==> config.mk <==
export PLATFORM = sky130hd
export DESIGN_NAME = mem_lsu_flat
export DESIGN_NICKNAME = d
export VERILOG_FILES = /design/src/rtl/mem_lsu_if.sv /design/src/rtl/mem_lsu.sv /design/src/flat_wrapper.sv
export SDC_FILE = /design/constraint.sdc
export NUM_CORES = 1
export LEC_CHECK = 0
export ABC_AREA = 1
export BUFFER_PORTS_ARGS = -buffer_cell sky130_fd_sc_hd__buf_2
export CORE_MARGIN = 3
export CORE_UTILIZATION = 41
export CTS_BUF_LIST = sky130_fd_sc_hd__clkbuf_8
export CTS_CLUSTER_SIZE = 20
export DETAILED_ROUTE_END_ITERATION = 8
export PLACE_DENSITY = 0.72
export SLEW_MARGIN = 10
export SYNTH_ARGS = -nofsm -noshare
export SYNTH_HDL_FRONTEND = slang
export SYNTH_SLANG_ARGS = --single-unit
==> constraint.sdc <==
create_clock -name clk -period 4.07 [get_ports clk]
set_input_delay 0.2035 -clock clk [delete_from_list [all_inputs] [get_ports clk]]
set_output_delay 0.2035 -clock clk [all_outputs]
set_load 0.01 [all_outputs]
==> src/rtl/mem_lsu_if.sv <==
// Bundle of the LSU request/response channels and the data-memory port.
// The slave modport is the LSU's view; the master modport is the environment (pipeline plus memory).
interface mem_lsu_if;
   logic        req_valid;
   logic        req_ready;
   logic        req_we;
   logic [2:0]  req_funct3;
   logic [31:0] req_addr;
   logic [31:0] req_wdata;
   logic        rsp_valid;
   logic        rsp_ready;
   logic [31:0] rsp_rdata;
   logic [1:0]  rsp_err;
   logic        dm_wr;
   logic [5:0]  dm_addr;
   logic [31:0] dm_din;
   logic [2:0]  dm_type;
   logic [31:0] dm_dout;

   modport slave (
      input  req_valid, req_we, req_funct3, req_addr, req_wdata, rsp_ready, dm_dout,
      output req_ready, rsp_valid, rsp_rdata, rsp_err, dm_wr, dm_addr, dm_din, dm_type
   );

   modport master (
      output req_valid, req_we, req_funct3, req_addr, req_wdata, rsp_ready, dm_dout,
      input  req_ready, rsp_valid, rsp_rdata, rsp_err, dm_wr, dm_addr, dm_din, dm_type
   );
endinterface

==> src/rtl/mem_lsu.sv <==
// Load/store unit sequencing one request at a time into a 64-byte data memory.
// Optional feature macro: LSU_MISALIGN_TRAP_EN (traps misaligned half/word accesses with error 01).
module mem_lsu #(
   parameter int WAIT_CYCLES = 1
) (
   input logic      clk,
   input logic      rstn,
   mem_lsu_if.slave bus
);

   typedef enum logic [2:0] {
      S_IDLE  = 3'd0,
      S_SETUP = 3'd1,
      S_WAIT  = 3'd2,
      S_XFER  = 3'd3,
      S_RESP  = 3'd4
   } state_t;

   localparam logic       HAS_WAIT = (WAIT_CYCLES > 0);
   localparam logic [3:0] WAIT_LD  = (WAIT_CYCLES > 0) ? 4'(WAIT_CYCLES - 1) : 4'd0;

   state_t      r_state;
   logic        r_req_ready;
   logic        r_rsp_valid;
   logic [31:0] r_rsp_rdata;
   logic [1:0]  r_rsp_err;
   logic        r_dm_wr;
   logic [5:0]  r_dm_addr;
   logic [31:0] r_dm_din;
   logic [2:0]  r_dm_type;
   logic        r_we;
   logic [3:0]  r_cnt;

   logic [2:0]  w_size;
   logic [6:0]  w_end;
   logic        w_illegal;
   logic        w_range;
   logic        w_misalign;
   logic [1:0]  w_err;

   // Access size in bytes; funct3[1:0] selects b/h/w for both signed and unsigned forms.
   function automatic logic [2:0] f3_size(input logic [2:0] f3);
      case (f3[1:0])
         2'b00:   f3_size = 3'd1;
         2'b01:   f3_size = 3'd2;
         2'b10:   f3_size = 3'd4;
         default: f3_size = 3'd1;
      endcase
   endfunction

   function automatic logic [2:0] f3_type(input logic [2:0] f3);
      case (f3)
         3'b000:  f3_type = 3'b011;
         3'b001:  f3_type = 3'b001;
         3'b010:  f3_type = 3'b000;
         3'b100:  f3_type = 3'b100;
         3'b101:  f3_type = 3'b010;
         default: f3_type = 3'b000;
      endcase
   endfunction

   // Request classification, evaluated on the live request inputs while idle.
   always_comb begin
      w_size    = f3_size(bus.req_funct3);
      w_end     = {1'b0, bus.req_addr[5:0]} + {4'b0000, w_size} - 7'd1;
      w_illegal = 1'b0;
      case (bus.req_funct3)
         3'b000, 3'b001, 3'b010: w_illegal = 1'b0;
         3'b100, 3'b101:         w_illegal = bus.req_we;
         default:                w_illegal = 1'b1;
      endcase
      w_range = (bus.req_addr[31:6] != 26'd0) || (w_end > 7'd63);
`ifdef LSU_MISALIGN_TRAP_EN
      w_misalign = ((w_size == 3'd2) && bus.req_addr[0]) ||
                   ((w_size == 3'd4) && (bus.req_addr[1:0] != 2'b00));
`else
      w_misalign = 1'b0;
`endif
      if (w_illegal) begin
         w_err = 2'b11;
      end else if (w_range) begin
         w_err = 2'b10;
      end else if (w_misalign) begin
         w_err = 2'b01;
      end else begin
         w_err = 2'b00;
      end
   end

   // Control FSM; every output is a register updated on the transition into the state that shows it.
   always_ff @(posedge clk or negedge rstn) begin
      if (!rstn) begin
         r_state     <= S_IDLE;
         r_req_ready <= 1'b1;
         r_rsp_valid <= 1'b0;
         r_rsp_rdata <= 32'd0;
         r_rsp_err   <= 2'b00;
         r_dm_wr     <= 1'b0;
         r_dm_addr   <= 6'd0;
         r_dm_din    <= 32'd0;
         r_dm_type   <= 3'b000;
         r_we        <= 1'b0;
         r_cnt       <= 4'd0;
      end else begin
         case (r_state)
            S_IDLE: begin
               if (bus.req_valid && r_req_ready) begin
                  r_req_ready <= 1'b0;
                  r_we        <= bus.req_we;
                  r_rsp_rdata <= 32'd0;
                  r_rsp_err   <= w_err;
                  if (w_err != 2'b00) begin
                     // Rejected requests bypass the memory entirely.
                     r_rsp_valid <= 1'b1;
                     r_state     <= S_RESP;
                  end else begin
                     r_dm_addr <= bus.req_addr[5:0];
                     r_dm_type <= f3_type(bus.req_funct3);
                     r_dm_din  <= bus.req_we ? bus.req_wdata : 32'd0;
                     r_state   <= S_SETUP;
                  end
               end
            end
            S_SETUP: begin
               if (HAS_WAIT) begin
                  r_cnt   <= WAIT_LD;
                  r_state <= S_WAIT;
               end else begin
                  r_dm_wr <= r_we;
                  r_state <= S_XFER;
               end
            end
            S_WAIT: begin
               if (r_cnt == 4'd0) begin
                  r_dm_wr <= r_we;
                  r_state <= S_XFER;
               end else begin
                  r_cnt <= r_cnt - 4'd1;
               end
            end
            S_XFER: begin
               r_dm_wr     <= 1'b0;
               r_rsp_valid <= 1'b1;
               if (!r_we) begin
                  r_rsp_rdata <= bus.dm_dout;
               end
               r_state <= S_RESP;
            end
            S_RESP: begin
               if (bus.rsp_ready) begin
                  r_rsp_valid <= 1'b0;
                  r_req_ready <= 1'b1;
                  r_dm_addr   <= 6'd0;
                  r_dm_din    <= 32'd0;
                  r_dm_type   <= 3'b000;
                  r_state     <= S_IDLE;
               end
            end
            default: begin
               r_state     <= S_IDLE;
               r_req_ready <= 1'b1;
               r_rsp_valid <= 1'b0;
               r_dm_wr     <= 1'b0;
            end
         endcase
      end
   end

   assign bus.req_ready = r_req_ready;
   assign bus.rsp_valid = r_rsp_valid;
   assign bus.rsp_rdata = r_rsp_rdata;
   assign bus.rsp_err   = r_rsp_err;
   assign bus.dm_wr     = r_dm_wr;
   assign bus.dm_addr   = r_dm_addr;
   assign bus.dm_din    = r_dm_din;
   assign bus.dm_type   = r_dm_type;

endmodule
==> src/flat_wrapper.sv <==
// flat-port wrapper written by rule: the top's interface ports become plain ports
module mem_lsu_flat 
#(
   parameter int WAIT_CYCLES = 1
)
  (clk, rstn, bus_req_valid, bus_req_we, bus_req_funct3, bus_req_addr, bus_req_wdata, bus_rsp_ready, bus_dm_dout, bus_req_ready, bus_rsp_valid, bus_rsp_rdata, bus_rsp_err, bus_dm_wr, bus_dm_addr, bus_dm_din, bus_dm_type);
  mem_lsu_if bus_i ();
  input logic clk;
  input logic rstn;
  input wire logic [$bits(bus_i.req_valid)-1:0] bus_req_valid;
  input wire logic [$bits(bus_i.req_we)-1:0] bus_req_we;
  input wire logic [$bits(bus_i.req_funct3)-1:0] bus_req_funct3;
  input wire logic [$bits(bus_i.req_addr)-1:0] bus_req_addr;
  input wire logic [$bits(bus_i.req_wdata)-1:0] bus_req_wdata;
  input wire logic [$bits(bus_i.rsp_ready)-1:0] bus_rsp_ready;
  input wire logic [$bits(bus_i.dm_dout)-1:0] bus_dm_dout;
  output wire logic [$bits(bus_i.req_ready)-1:0] bus_req_ready;
  output wire logic [$bits(bus_i.rsp_valid)-1:0] bus_rsp_valid;
  output wire logic [$bits(bus_i.rsp_rdata)-1:0] bus_rsp_rdata;
  output wire logic [$bits(bus_i.rsp_err)-1:0] bus_rsp_err;
  output wire logic [$bits(bus_i.dm_wr)-1:0] bus_dm_wr;
  output wire logic [$bits(bus_i.dm_addr)-1:0] bus_dm_addr;
  output wire logic [$bits(bus_i.dm_din)-1:0] bus_dm_din;
  output wire logic [$bits(bus_i.dm_type)-1:0] bus_dm_type;
  assign bus_i.req_valid = bus_req_valid;
  assign bus_i.req_we = bus_req_we;
  assign bus_i.req_funct3 = bus_req_funct3;
  assign bus_i.req_addr = bus_req_addr;
  assign bus_i.req_wdata = bus_req_wdata;
  assign bus_i.rsp_ready = bus_rsp_ready;
  assign bus_i.dm_dout = bus_dm_dout;
  assign bus_req_ready = bus_i.req_ready;
  assign bus_rsp_valid = bus_i.rsp_valid;
  assign bus_rsp_rdata = bus_i.rsp_rdata;
  assign bus_rsp_err = bus_i.rsp_err;
  assign bus_dm_wr = bus_i.dm_wr;
  assign bus_dm_addr = bus_i.dm_addr;
  assign bus_dm_din = bus_i.dm_din;
  assign bus_dm_type = bus_i.dm_type;
  mem_lsu #(.WAIT_CYCLES(WAIT_CYCLES)) u_core (.clk(clk), .rstn(rstn), .bus(bus_i));
endmodule
==> flow_metrics.py, run 1 <==
metrics = {
    "outcome": {
        "run_status": "completed",
    },
    "drt": {
        "post_drt_via_cell_ratio": 4.80,
        "route.antenna.remaining_nets": 0,
        "dr_total_vias": 4088,
        "detail_route.wirelength_um": 11000,
        "detail_route.drc_violations": 0,
        "drt-initial-drc-count": 349,
        "drtPass1Iterations": 4,
        "drt-wirelength-per-cell_um": 12.9,
    },
    "finish": {
        "diodes": 0,
        "drive_gt1_frac": 0.294,
        "utilization_after_layout": 0.544,
        "nNetsFinal": 831,
        "synthToLayoutAreaGrowth_pct": 27.2,
    },
    "floorplan": {
        "floorplan.io_pins": 182,
        "die_h_um": 108,
        "row_count": 36,
        "initial_utilization": 0.428,
        "die_area_mm2": 0.0116,
        "dieWidth_um": 108,
        "placeableCoreArea_mm2": 0.00991,
    },
    "power": {
        "power_frac_clock": 0.198,
        "power.density_mw_per_mm2": 524,
        "swShare": 0.405,
        "power.share.sequential": 0.425,
        "finalPower_mw": 2.83,
        "worst_case_vdd_ir_drop_mv": 0.291,
        "power.share.combinational": 0.377,
        "internal-power_mw": 1.68,
        "power.switching_mw": 1.14,
        "p_leak_nw": 3.09,
    },
    "clocking": {
        "cts-buffers-inserted": 9,
        "worst_skew_pair.late_latency_ps": 340,
        "cts_tree": "built",
        "cts-resized-gates": 0,
        "number_of_buffers_inserted_for_hold_repair_after_clock_tree_synthesis": 0,
        "tritoncts_num_sinks": 86,
        "clkTransAtPathRegs_ps": 80,
        "number_of_buffers_on_the_longest_clock_path": 2,
        "post_cts.repair.setup_buffers": 0,
        "cts.htree.levels": 3,
        "clockRootBuffer": "sky130_fd_sc_hd__clkbuf_8",
    },
    "yosys": {
        "yosys_most_used_dff": "sky130_fd_sc_hd__dfrtp_1",
        "synthDistinctLibCells": 25,
        "async_reset_ff_frac": 1.00,
        "synth-edff-count": 0,
        "synth_simple_gate_area_frac": 0.303,
        "yosys.area_share.xor_xnor": 0,
        "ys_ff_latch": 86,
        "synth-compound-area-share": 0.0602,
        "yosys_warnings": 0,
        "synth_area_mm2": 0.00424,
        "synth.yosys.seq_area_share": 0.508,
        "synthesis.area_per_instance_um2": 7.74,
        "combinational_family_with_the_most_area_after_synthesis": "simple AND/OR/NAND/NOR gates",
        "synthesized_nets": 666,
        "yosys-top-cells-area": "sky130_fd_sc_hd__dfrtp_1, sky130_fd_sc_hd__nand2_1, sky130_fd_sc_hd__nand3_1, sky130_fd_sc_hd__inv_1, sky130_fd_sc_hd__nor2_1",
        "portion_of_netlist_area_occupied_by_mux_cells": 0,
        "yosysMostFrequentCell": "sky130_fd_sc_hd__nand2_1",
        "netlist_instances": 548,
        "ys_top_cells_by_count": "sky130_fd_sc_hd__nand2_1, sky130_fd_sc_hd__nand3_1, sky130_fd_sc_hd__dfrtp_1, sky130_fd_sc_hd__inv_1, sky130_fd_sc_hd__nor2_1",
        "yosysTopAreaCellShare": 0.501,
        "synth_area_leader_cell": "sky130_fd_sc_hd__dfrtp_1",
        "yosys.area_share.adder": 0.0413,
    },
    "placed_design": {
        "placement.setup.worst_slack_ps": 1030,
        "dp_hpwl_um": 7920,
        "place.gp.congestion": 0.795,
        "io_buffer_count": 181,
    },
    "timing": {
        "setup_ws_ps": 1050,
        "worst_slew_pin_slew_ps": 1110,
        "fin_skew_ps": 12.8,
        "finalSetupViolCount": 0,
        "setup_tns_ps": 0,
        "grt_setup_unrepaired": "no",
        "min_period_over_period": 0.741,
        "fmax_mhz": 331,
        "holdWs_ps": 43.0,
        "timing.slew.headroom": 0.260,
        "finalHoldViolCount": 0,
        "final_period_minus_worst_setup_slack_ps": 3020,
        "pins_over_slew_limit": 0,
    },
    "setup_path": {
        "critPathArrivalTime_ps": 3240,
        "critPathKind": "flop to flop",
        "worst-endpoint-required_ps": 4290,
        "critical_path.startpoint_type": "flop",
        "timing.critical_path.to_type": "flop",
        "worst-path-max-fanout": 42,
    },
    "global_routing": {
        "first_global_vias": 3800,
        "number_of_antenna_violations_at_the_first_check_in_global_routing": 1,
        "global_route_total_usage_across_every_layer": 0.188,
        "largest_net_degree_at_the_start_of_global_routing": 87,
        "grt.overflow.total": 0,
        "grt_pass1_wl_um": 17700,
    },
    "worst_hold_path": {
        "min-delay-path-class": "primary input to async pin",
    },
    "run": {
        "timing.max_cap.violations": 0,
    },
}
[registers in the layout, indices dropped and copies added (netlist names), 2 cells and up]
signal / flops
u_core.bus.dm_din: 32
u_core.bus.rsp_rdata: 32
u_core.bus.dm_addr: 6
u_core.r_cnt: 4
u_core.bus.dm_type: 3
u_core.r_state: 3
u_core.bus.rsp_err: 2
[stage by stage]
step / instances / cell area, µm²
after global placement: 835 / 5210
final: 851 / 5400
after CTS: 851 / 5400
after detailed placement: 835 / 5210
after floorplan: 548 / 4240
after global routing: 851 / 5400
[path summary, 6_finish.rpt]
| check | startpoint | endpoint | slack (ps) | cells past startpoint |
|---|---|---|---|---|
| hold reg to reg | u_core.bus.dm_din[17] | u_core.bus.dm_din[17] | 470 | 2 |
| setup / recovery | u_core.r_state[0] | u_core.bus.dm_din[23] | 1050 | 11 |
| max in group asynchronous | rstn | u_core.bus.rsp_rdata[15] | 3320 | 1 |
| min in group clk | bus_dm_dout[28] | u_core.bus.rsp_rdata[28] | 100 | 3 |
| hold / removal | rstn | u_core.bus.rsp_rdata[19] | 40 | 1 |
| setup reg to reg | u_core.r_state[0] | u_core.bus.dm_din[23] | 1050 | 11 |
[cells by family after synthesis]
logic type               count (synthesis)
AND/OR/NAND/NOR                        306
buffers and inverters                   93
flip-flops                              86
adder cells (fa/ha/maj)                 14
AO/OA/AOI/OAI                           49
[cell type report]
cell class | count | area (µm²)
clock buffers | 12 | 165
clock inverters | 4 | 21.3
fillers | 973 | 4510
inverters | 64 | 240
multi-input cells | 369 | 1730
flip-flops and latches | 86 | 2150
well taps | 133 | 166
repair buffers | 183 | 923
[cells in the final DEF, fill, tap and decap left out, drive strengths merged]
| cell | synthesis | final |
|---|---|---|
| nand2 | 151 | 151 |
| clkinv | 1 | 3 |
| ha | 14 | 14 |
| o31ai | 1 | 1 |
| nor3b | 1 | 1 |
| clkinvlp | 0 | 1 |
| nand3 | 86 | 86 |
| clkbuf | 17 | 12 |
| nor3 | 4 | 4 |
| dfstp | 1 | 1 |
| dfrtp | 85 | 85 |
| inv | 63 | 64 |
| nor2 | 62 | 62 |
| a211oi | 1 | 1 |
| o22ai | 1 | 1 |
| buf | 12 | 183 |
| or2 | 2 | 2 |
| o21ai | 42 | 42 |
| a21oi | 4 | 4 |
[worst max-delay path: stages, from the launching register on]
cell and delay, ps:
sky130_fd_sc_hd__dfrtp_1 380, sky130_fd_sc_hd__inv_2 50, sky130_fd_sc_hd__nand2_2 160, sky130_fd_sc_hd__nor2_4 40, sky130_fd_sc_hd__buf_4 250, sky130_fd_sc_hd__inv_2 90, sky130_fd_sc_hd__or2_1 150, sky130_fd_sc_hd__nand2_2 100
sky130_fd_sc_hd__nor2_4 700, sky130_fd_sc_hd__nand2_2 680, sky130_fd_sc_hd__nand2_1 210, sky130_fd_sc_hd__nand2_1 70
[routing by layer]
metal,vias to the layer above,part of all wire,global-route usage,wire [µm]
met5,-,0.0012,0,13
met4,2,0.0088,0.0559,97
met3,12,0.081,0.0474,887
met2,147,0.47,0.305,5210
met1,1884,0.44,0.250,4800
li1,2043,-,-,-
[power by group through the flow]
stage	clock network, mW	registers (mW)	logic (mW)
after floorplan	0	1.30	0.586
after global placement	0	1.21	1.06
after detailed placement	0	1.21	1.09
after CTS	0.577	1.20	1.09
after global routing	0.613	1.23	1.21
final	0.559	1.20	1.07
(Power assumes the default switching activity.)
==> inputs of run 2 (changes only) <==
--- a/config.mk
+++ b/config.mk
@@ -5,14 +5,14 @@
 export SDC_FILE = /design/constraint.sdc
 export NUM_CORES = 1
 export LEC_CHECK = 0
-export ABC_AREA = 1
+export ABC_AREA = 0
 export BUFFER_PORTS_ARGS = -buffer_cell sky130_fd_sc_hd__buf_2
 export CORE_MARGIN = 3
 export CORE_UTILIZATION = 41
 export CTS_BUF_LIST = sky130_fd_sc_hd__clkbuf_8
 export CTS_CLUSTER_SIZE = 20
 export DETAILED_ROUTE_END_ITERATION = 8
-export PLACE_DENSITY = 0.72
+export PLACE_DENSITY = 0.76
 export SLEW_MARGIN = 10
 export SYNTH_ARGS = -nofsm -noshare
 export SYNTH_HDL_FRONTEND = slang
==> constraint.sdc (replaced) <==
create_clock -name clk -period 2.72 [get_ports clk]
set_input_delay 0.136 -clock clk [delete_from_list [all_inputs] [get_ports clk]]
set_output_delay 0.136 -clock clk [all_outputs]
set_load 0.01 [all_outputs]
==> flow_metrics.py, run 2 <==
metrics = {
    "drt": {
        "drt-wirelength-per-cell_um": 13.1,
        "post_drt_via_cell_ratio": 4.69,
        "detail_route.wirelength_um": 9850,
        "drt-initial-drc-count": 161,
        "dr_total_vias": 3514,
        "route.antenna.remaining_nets": 0,
        "detail_route.drc_violations": 0,
        "drtPass1Iterations": 4,
    },
    "floorplan": {
        "row_count": 35,
        "die_h_um": 106,
        "die_area_mm2": 0.0112,
        "initial_utilization": 0.432,
        "dieWidth_um": 106,
        "floorplan.io_pins": 182,
        "placeableCoreArea_mm2": 0.00946,
    },
    "timing": {
        "grt_setup_unrepaired": "no",
        "fmax_mhz": 418,
        "min_period_over_period": 0.880,
        "worst_slew_pin_slew_ps": 1060,
        "setup_ws_ps": 326,
        "pins_over_slew_limit": 0,
        "final_period_minus_worst_setup_slack_ps": 2390,
        "fin_skew_ps": 5.56,
        "holdWs_ps": -9.31,
        "timing.slew.headroom": 0.291,
        "finalSetupViolCount": 0,
        "finalHoldViolCount": 10,
    },
    "global_routing": {
        "largest_net_degree_at_the_start_of_global_routing": 87,
        "global_route_total_usage_across_every_layer": 0.178,
        "number_of_antenna_violations_at_the_first_check_in_global_routing": 0,
        "grt_pass1_wl_um": 16400,
        "first_global_vias": 3599,
        "grt.overflow.total": 0,
    },
    "yosys": {
        "yosys_most_used_dff": "sky130_fd_sc_hd__dfrtp_1",
        "async_reset_ff_frac": 1.00,
        "yosys-top-cells-area": "sky130_fd_sc_hd__dfrtp_1, sky130_fd_sc_hd__nand2_1, sky130_fd_sc_hd__mux2i_1, sky130_fd_sc_hd__inv_1, sky130_fd_sc_hd__nand3_1",
        "yosysMostFrequentCell": "sky130_fd_sc_hd__nand2_1",
        "synth_area_mm2": 0.00409,
        "synthDistinctLibCells": 34,
        "synth.yosys.seq_area_share": 0.527,
        "synthesis.area_per_instance_um2": 9.68,
        "yosys_warnings": 0,
        "netlist_instances": 422,
        "synth_area_leader_cell": "sky130_fd_sc_hd__dfrtp_1",
        "ys_top_cells_by_count": "sky130_fd_sc_hd__nand2_1, sky130_fd_sc_hd__dfrtp_1, sky130_fd_sc_hd__inv_1, sky130_fd_sc_hd__nand3_1, sky130_fd_sc_hd__mux2i_1",
        "synth-edff-count": 0,
        "synthesized_nets": 540,
        "yosysTopAreaCellShare": 0.521,
        "ys_ff_latch": 86,
    },
    "run": {
        "timing.max_cap.violations": 0,
    },
    "power": {
        "power.density_mw_per_mm2": 701,
        "p_leak_nw": 3.06,
        "worst_case_vdd_ir_drop_mv": 0.306,
        "finalPower_mw": 3.83,
    },
    "placed_design": {
        "place.gp.congestion": 0.795,
        "io_buffer_count": 181,
        "dp_hpwl_um": 7300,
        "placement.setup.worst_slack_ps": -57.9,
    },
    "outcome": {
        "run_status": "finished, violations left",
        "failing_checks": "hold timing",
    },
    "setup_path": {
        "worst-endpoint-required_ps": 2970,
        "worst-path-max-fanout": 16,
        "critical_path.startpoint_type": "primary input",
        "critPathKind": "primary input to flop",
        "timing.critical_path.to_type": "flop",
        "critPathArrivalTime_ps": 2640,
    },
    "clocking": {
        "clkTransAtPathRegs_ps": 80,
        "number_of_buffers_inserted_for_hold_repair_after_clock_tree_synthesis": 14,
        "cts-buffers-inserted": 9,
        "number_of_buffers_on_the_longest_clock_path": 2,
        "cts.htree.levels": 3,
        "post_cts.repair.setup_buffers": 0,
        "cts-resized-gates": 0,
        "clockRootBuffer": "sky130_fd_sc_hd__clkbuf_8",
        "cts_tree": "built",
        "tritoncts_num_sinks": 86,
        "worst_skew_pair.late_latency_ps": 340,
    },
    "finish": {
        "synthToLayoutAreaGrowth_pct": 33.8,
        "drive_gt1_frac": 0.359,
        "diodes": 0,
        "layout.cells.most_common_list": "sky130_fd_sc_hd__buf_2, sky130_fd_sc_hd__nand2_1, sky130_fd_sc_hd__dfrtp_1",
        "fill_cells": 845,
        "nNetsFinal": 736,
        "leading_cell_type_in_the_layout_fill_and_taps_excluded": "sky130_fd_sc_hd__buf_2",
    },
    "worst_hold_path": {
        "min-delay-path-class": "primary input to async pin",
    },
}
run 2: path summary, 6_finish.rpt:
kind / cells past startpoint / start / to / slack, ps
max in group asynchronous: 1 / rstn / u_core.bus.dm_din[30] / 2050
min reg2reg: 2 / u_core.bus.rsp_rdata[7] / u_core.bus.rsp_rdata[7] / 470
max reg2reg: 8 / u_core.r_state[2] / u_core.bus.dm_din[30] / 840
max: 15 / bus_req_funct3[0] / u_core.bus.dm_din[30] / 330
min in group clk: 3 / bus_dm_dout[28] / u_core.bus.rsp_rdata[28] / 20
min: 1 / rstn / u_core.bus.dm_addr[5] / -9
run 2: per-layer routing:
metal	up-vias	global-route usage	routed length, µm
li1	1751	-	-
met1	1622	0.227	4310
met2	131	0.291	4570
met3	10	0.0625	874
met4	0	0.0435	91
met5	-	0	0
run 2: cell type report:
type                            instances  area, µm²  area share
Sequential cell                        86       2150       0.394
Multi-Input combinational cell        260       1600       0.293
Timing Repair Buffer                  209       1180       0.216
Inverter                               52        195      0.0357
Tap cell                              129        161      0.0295
Clock buffer                            9        124      0.0227
Clock inverter                          5       53.8     0.00984
run 2: where the power goes:
group          total [mW]  switching, mW  internal [mW]
Clock               0.833          0.423          0.410
Sequential           1.67          0.141           1.53
Combinational        1.33          0.709          0.616
Total                3.83           1.27           2.56
run 2: cell families (layout without fill, tap and decap cells):
kind of cell / after synthesis / in the layout / share of synthesized area
XOR/XNOR: 4 / 4 / 0.00858
buffers and inverters: 76 / 275 / 0.0821
flip-flops: 86 / 86 / 0.527
adder cells (fa/ha/maj): 14 / 14 / 0.0429
multiplexers: 43 / 43 / 0.116
AND/OR/NAND/NOR: 170 / 170 / 0.181
AO/OA/AOI/OAI: 29 / 29 / 0.0423
run 2: metrics by stage:
step,hold slack [ps],util,instance area [µm²],cells,setup TNS (ps)
3_3_place_gp,354,0.544,5150,722,0
4_1_cts,0.0155,0.578,5470,750,0
3_5_place_dp,362,0.544,5150,722,-141
2_1_floorplan,-160,-,4090,422,0
6_report,-9.31,0.578,5470,750,0
5_1_grt,1.32,0.578,5470,750,0
run 2: critical path: stages:
cell and delay [ps]:
sky130_fd_sc_hd__buf_2 110, sky130_fd_sc_hd__inv_1 100, sky130_fd_sc_hd__ha_1 160, sky130_fd_sc_hd__inv_1 40, sky130_fd_sc_hd__ha_1 270, sky130_fd_sc_hd__inv_1 40
sky130_fd_sc_hd__ha_1 280, sky130_fd_sc_hd__a211oi_1 200, sky130_fd_sc_hd__o21ai_1 100, sky130_fd_sc_hd__xnor2_1 140, sky130_fd_sc_hd__nor4b_2 310, sky130_fd_sc_hd__o21a_2 200
sky130_fd_sc_hd__buf_12 160, sky130_fd_sc_hd__buf_12 170, sky130_fd_sc_hd__mux2i_1 220
==> inputs of run 3 (changes only) <==
--- a/config.mk
+++ b/config.mk
@@ -5,14 +5,14 @@
 export SDC_FILE = /design/constraint.sdc
 export NUM_CORES = 1
 export LEC_CHECK = 0
-export ABC_AREA = 0
+export ABC_AREA = 1
 export BUFFER_PORTS_ARGS = -buffer_cell sky130_fd_sc_hd__buf_2
 export CORE_MARGIN = 3
 export CORE_UTILIZATION = 41
 export CTS_BUF_LIST = sky130_fd_sc_hd__clkbuf_8
 export CTS_CLUSTER_SIZE = 20
 export DETAILED_ROUTE_END_ITERATION = 8
-export PLACE_DENSITY = 0.76
+export PLACE_DENSITY = 0.75
 export SLEW_MARGIN = 10
 export SYNTH_ARGS = -nofsm -noshare
 export SYNTH_HDL_FRONTEND = slang
==> flow_metrics.py, run 3 (synthesis gave the netlist of run 1 again) <==
metrics = {
    "clocking": {
        "worst_skew_pair.late_latency_ps": 340,
        "number_of_buffers_on_the_longest_clock_path": 2,
        "cts-resized-gates": 0,
        "number_of_buffers_inserted_for_hold_repair_after_clock_tree_synthesis": 0,
        "cts-buffers-inserted": 9,
        "cts_tree": "built",
        "post_cts.repair.setup_buffers": 0,
        "clkTransAtPathRegs_ps": 90,
        "cts.htree.levels": 3,
        "tritoncts_num_sinks": 86,
        "clockRootBuffer": "sky130_fd_sc_hd__clkbuf_8",
    },
    "setup_path": {
        "reg2reg_depth": 11,
        "regToRegSetupSlack_ps": 350,
        "critPathKind": "flop to flop",
        "critPathArrivalTime_ps": 2610,
        "timing.critical_path.to_type": "flop",
        "regToRegEndpoint": "u_core.bus.dm_addr[2]",
        "worst-path-max-fanout": 42,
        "worst-endpoint-required_ps": 2960,
        "worst_r2r_startpoint": "u_core.r_state[0]",
        "critical_path.startpoint_type": "flop",
    },
    "placed_design": {
        "dp_hpwl_um": 7660,
        "place.gp.congestion": 0.854,
        "io_buffer_count": 181,
    },
    "drt": {
        "detail_route.wirelength_um": 10900,
        "drtPass1Iterations": 4,
        "detail_route.drc_violations": 0,
        "drt-initial-drc-count": 362,
        "post_drt_via_cell_ratio": 4.73,
        "route.antenna.remaining_nets": 0,
        "dr_total_vias": 4043,
        "drt-wirelength-per-cell_um": 12.7,
    },
    "floorplan": {
        "placeableCoreArea_mm2": 0.00991,
        "die_h_um": 108,
        "floorplan.io_pins": 182,
        "initial_utilization": 0.428,
        "row_count": 36,
        "dieWidth_um": 108,
        "die_area_mm2": 0.0116,
    },
    "global_routing": {
        "number_of_antenna_violations_at_the_first_check_in_global_routing": 0,
        "largest_net_degree_at_the_start_of_global_routing": 87,
        "first_global_vias": 3873,
        "grt.overflow.total": 0,
        "global_route_total_usage_across_every_layer": 0.190,
        "grt_pass1_wl_um": 17800,
    },
    "outcome": {
        "failing_checks": "hold timing",
        "run_status": "finished, violations left",
    },
    "finish": {
        "layout.cells.most_common_list": "sky130_fd_sc_hd__buf_2, sky130_fd_sc_hd__nand2_1, sky130_fd_sc_hd__nand3_1",
        "utilization_after_layout": 0.545,
        "diodes": 0,
        "nNetsFinal": 835,
        "leading_cell_type_in_the_layout_fill_and_taps_excluded": "sky130_fd_sc_hd__buf_2",
        "synthToLayoutAreaGrowth_pct": 27.4,
        "drive_gt1_frac": 0.298,
    },
    "worst_hold_path": {
        "min-delay-path-class": "primary input to async pin",
    },
    "timing": {
        "grt_setup_unrepaired": "no",
        "holdWs_ps": -17.7,
        "worst_slew_pin_slew_ps": 1060,
        "finalHoldViolCount": 15,
        "finalSetupViolCount": 0,
        "setup_tns_ps": 0,
        "pins_over_slew_limit": 0,
        "min_period_over_period": 0.871,
        "fmax_mhz": 422,
        "final_period_minus_worst_setup_slack_ps": 2370,
        "fin_skew_ps": 5.76,
        "timing.slew.headroom": 0.293,
    },
    "power": {
        "finalPower_mw": 4.22,
        "power.density_mw_per_mm2": 780,
        "p_leak_nw": 3.08,
        "worst_case_vdd_ir_drop_mv": 0.401,
    },
    "run": {
        "timing.max_cap.violations": 0,
    },
}
[run 3: changes by cell type in the layout (fill, tap and decap cells not counted), moves of 14 or more]
cell,delta
sky130_fd_sc_hd__nand3_1,+48
sky130_fd_sc_hd__nor2_1,+50
sky130_fd_sc_hd__dlygate4sd3_1,-14
sky130_fd_sc_hd__mux2i_1,-33
sky130_fd_sc_hd__o21ai_0,+35
sky130_fd_sc_hd__nand2_1,+44
[run 3: per-layer routing]
metal  vias to the layer above  GRT usage  wire length, µm
met5                         -          0                0
met3                        10     0.0486              824
met1                      1842      0.236             4670
li1                       2049          -                -
met2                       142      0.330             5260
met4                         0     0.0487              116
[run 3: stage by stage]
step	cell area (µm²)	std cells	setup WS, ps
final	5410	854	351
after global routing	5410	854	96.6
after CTS	5410	854	339
after detailed placement	5230	839	316
after global placement	5230	839	392
after floorplan	4240	548	787
[run 3: final cells by class]
type | instances | area (µm²)
clock buffers | 9 | 124
clock inverters | 6 | 47.5
fillers | 937 | 4500
inverters | 64 | 240
multi-input cells | 369 | 1720
flip-flops and latches | 86 | 2150
well taps | 133 | 166
repair buffers | 187 | 953
[run 3: report_power, final]
| group | switching (mW) | total (mW) | internal, mW |
|---|---|---|---|
| sequential | 0.187 | 1.79 | 1.60 |
| clock | 0.469 | 0.800 | 0.331 |
| combinational | 1.09 | 1.62 | 0.534 |
| total | 1.75 | 4.22 | 2.47 |
[run 3: worst max-delay path: stages (launching register included)]
cell                      delay [ps]
sky130_fd_sc_hd__dfrtp_1         390
sky130_fd_sc_hd__inv_2            50
sky130_fd_sc_hd__nand2_2         150
sky130_fd_sc_hd__nor2_2           70
sky130_fd_sc_hd__inv_2            60
sky130_fd_sc_hd__or2_1           150
sky130_fd_sc_hd__nand2_2         100
sky130_fd_sc_hd__nor2_4          730
sky130_fd_sc_hd__nand2_2          70
sky130_fd_sc_hd__buf_4           290
sky130_fd_sc_hd__nand2_1         100
sky130_fd_sc_hd__nand2_1          60
[run 3: how the worst max path moves through the flow]
stage | start | to | slack, ps | depth (start not counted)
floorplan | bus_req_funct3[0] | u_core.bus.dm_addr[1] | 790 | 19
global placement | bus_req_funct3[0] | u_core.bus.dm_addr[0] | 390 | 19
detailed placement | bus_req_funct3[0] | u_core.bus.dm_addr[0] | 320 | 19
CTS | u_core.r_state[0] | u_core.bus.dm_din[27] | 340 | 11
global route | u_core.r_state[0] | u_core.bus.dm_din[28] | 100 | 11
finish | u_core.r_state[0] | u_core.bus.dm_addr[2] | 350 | 11
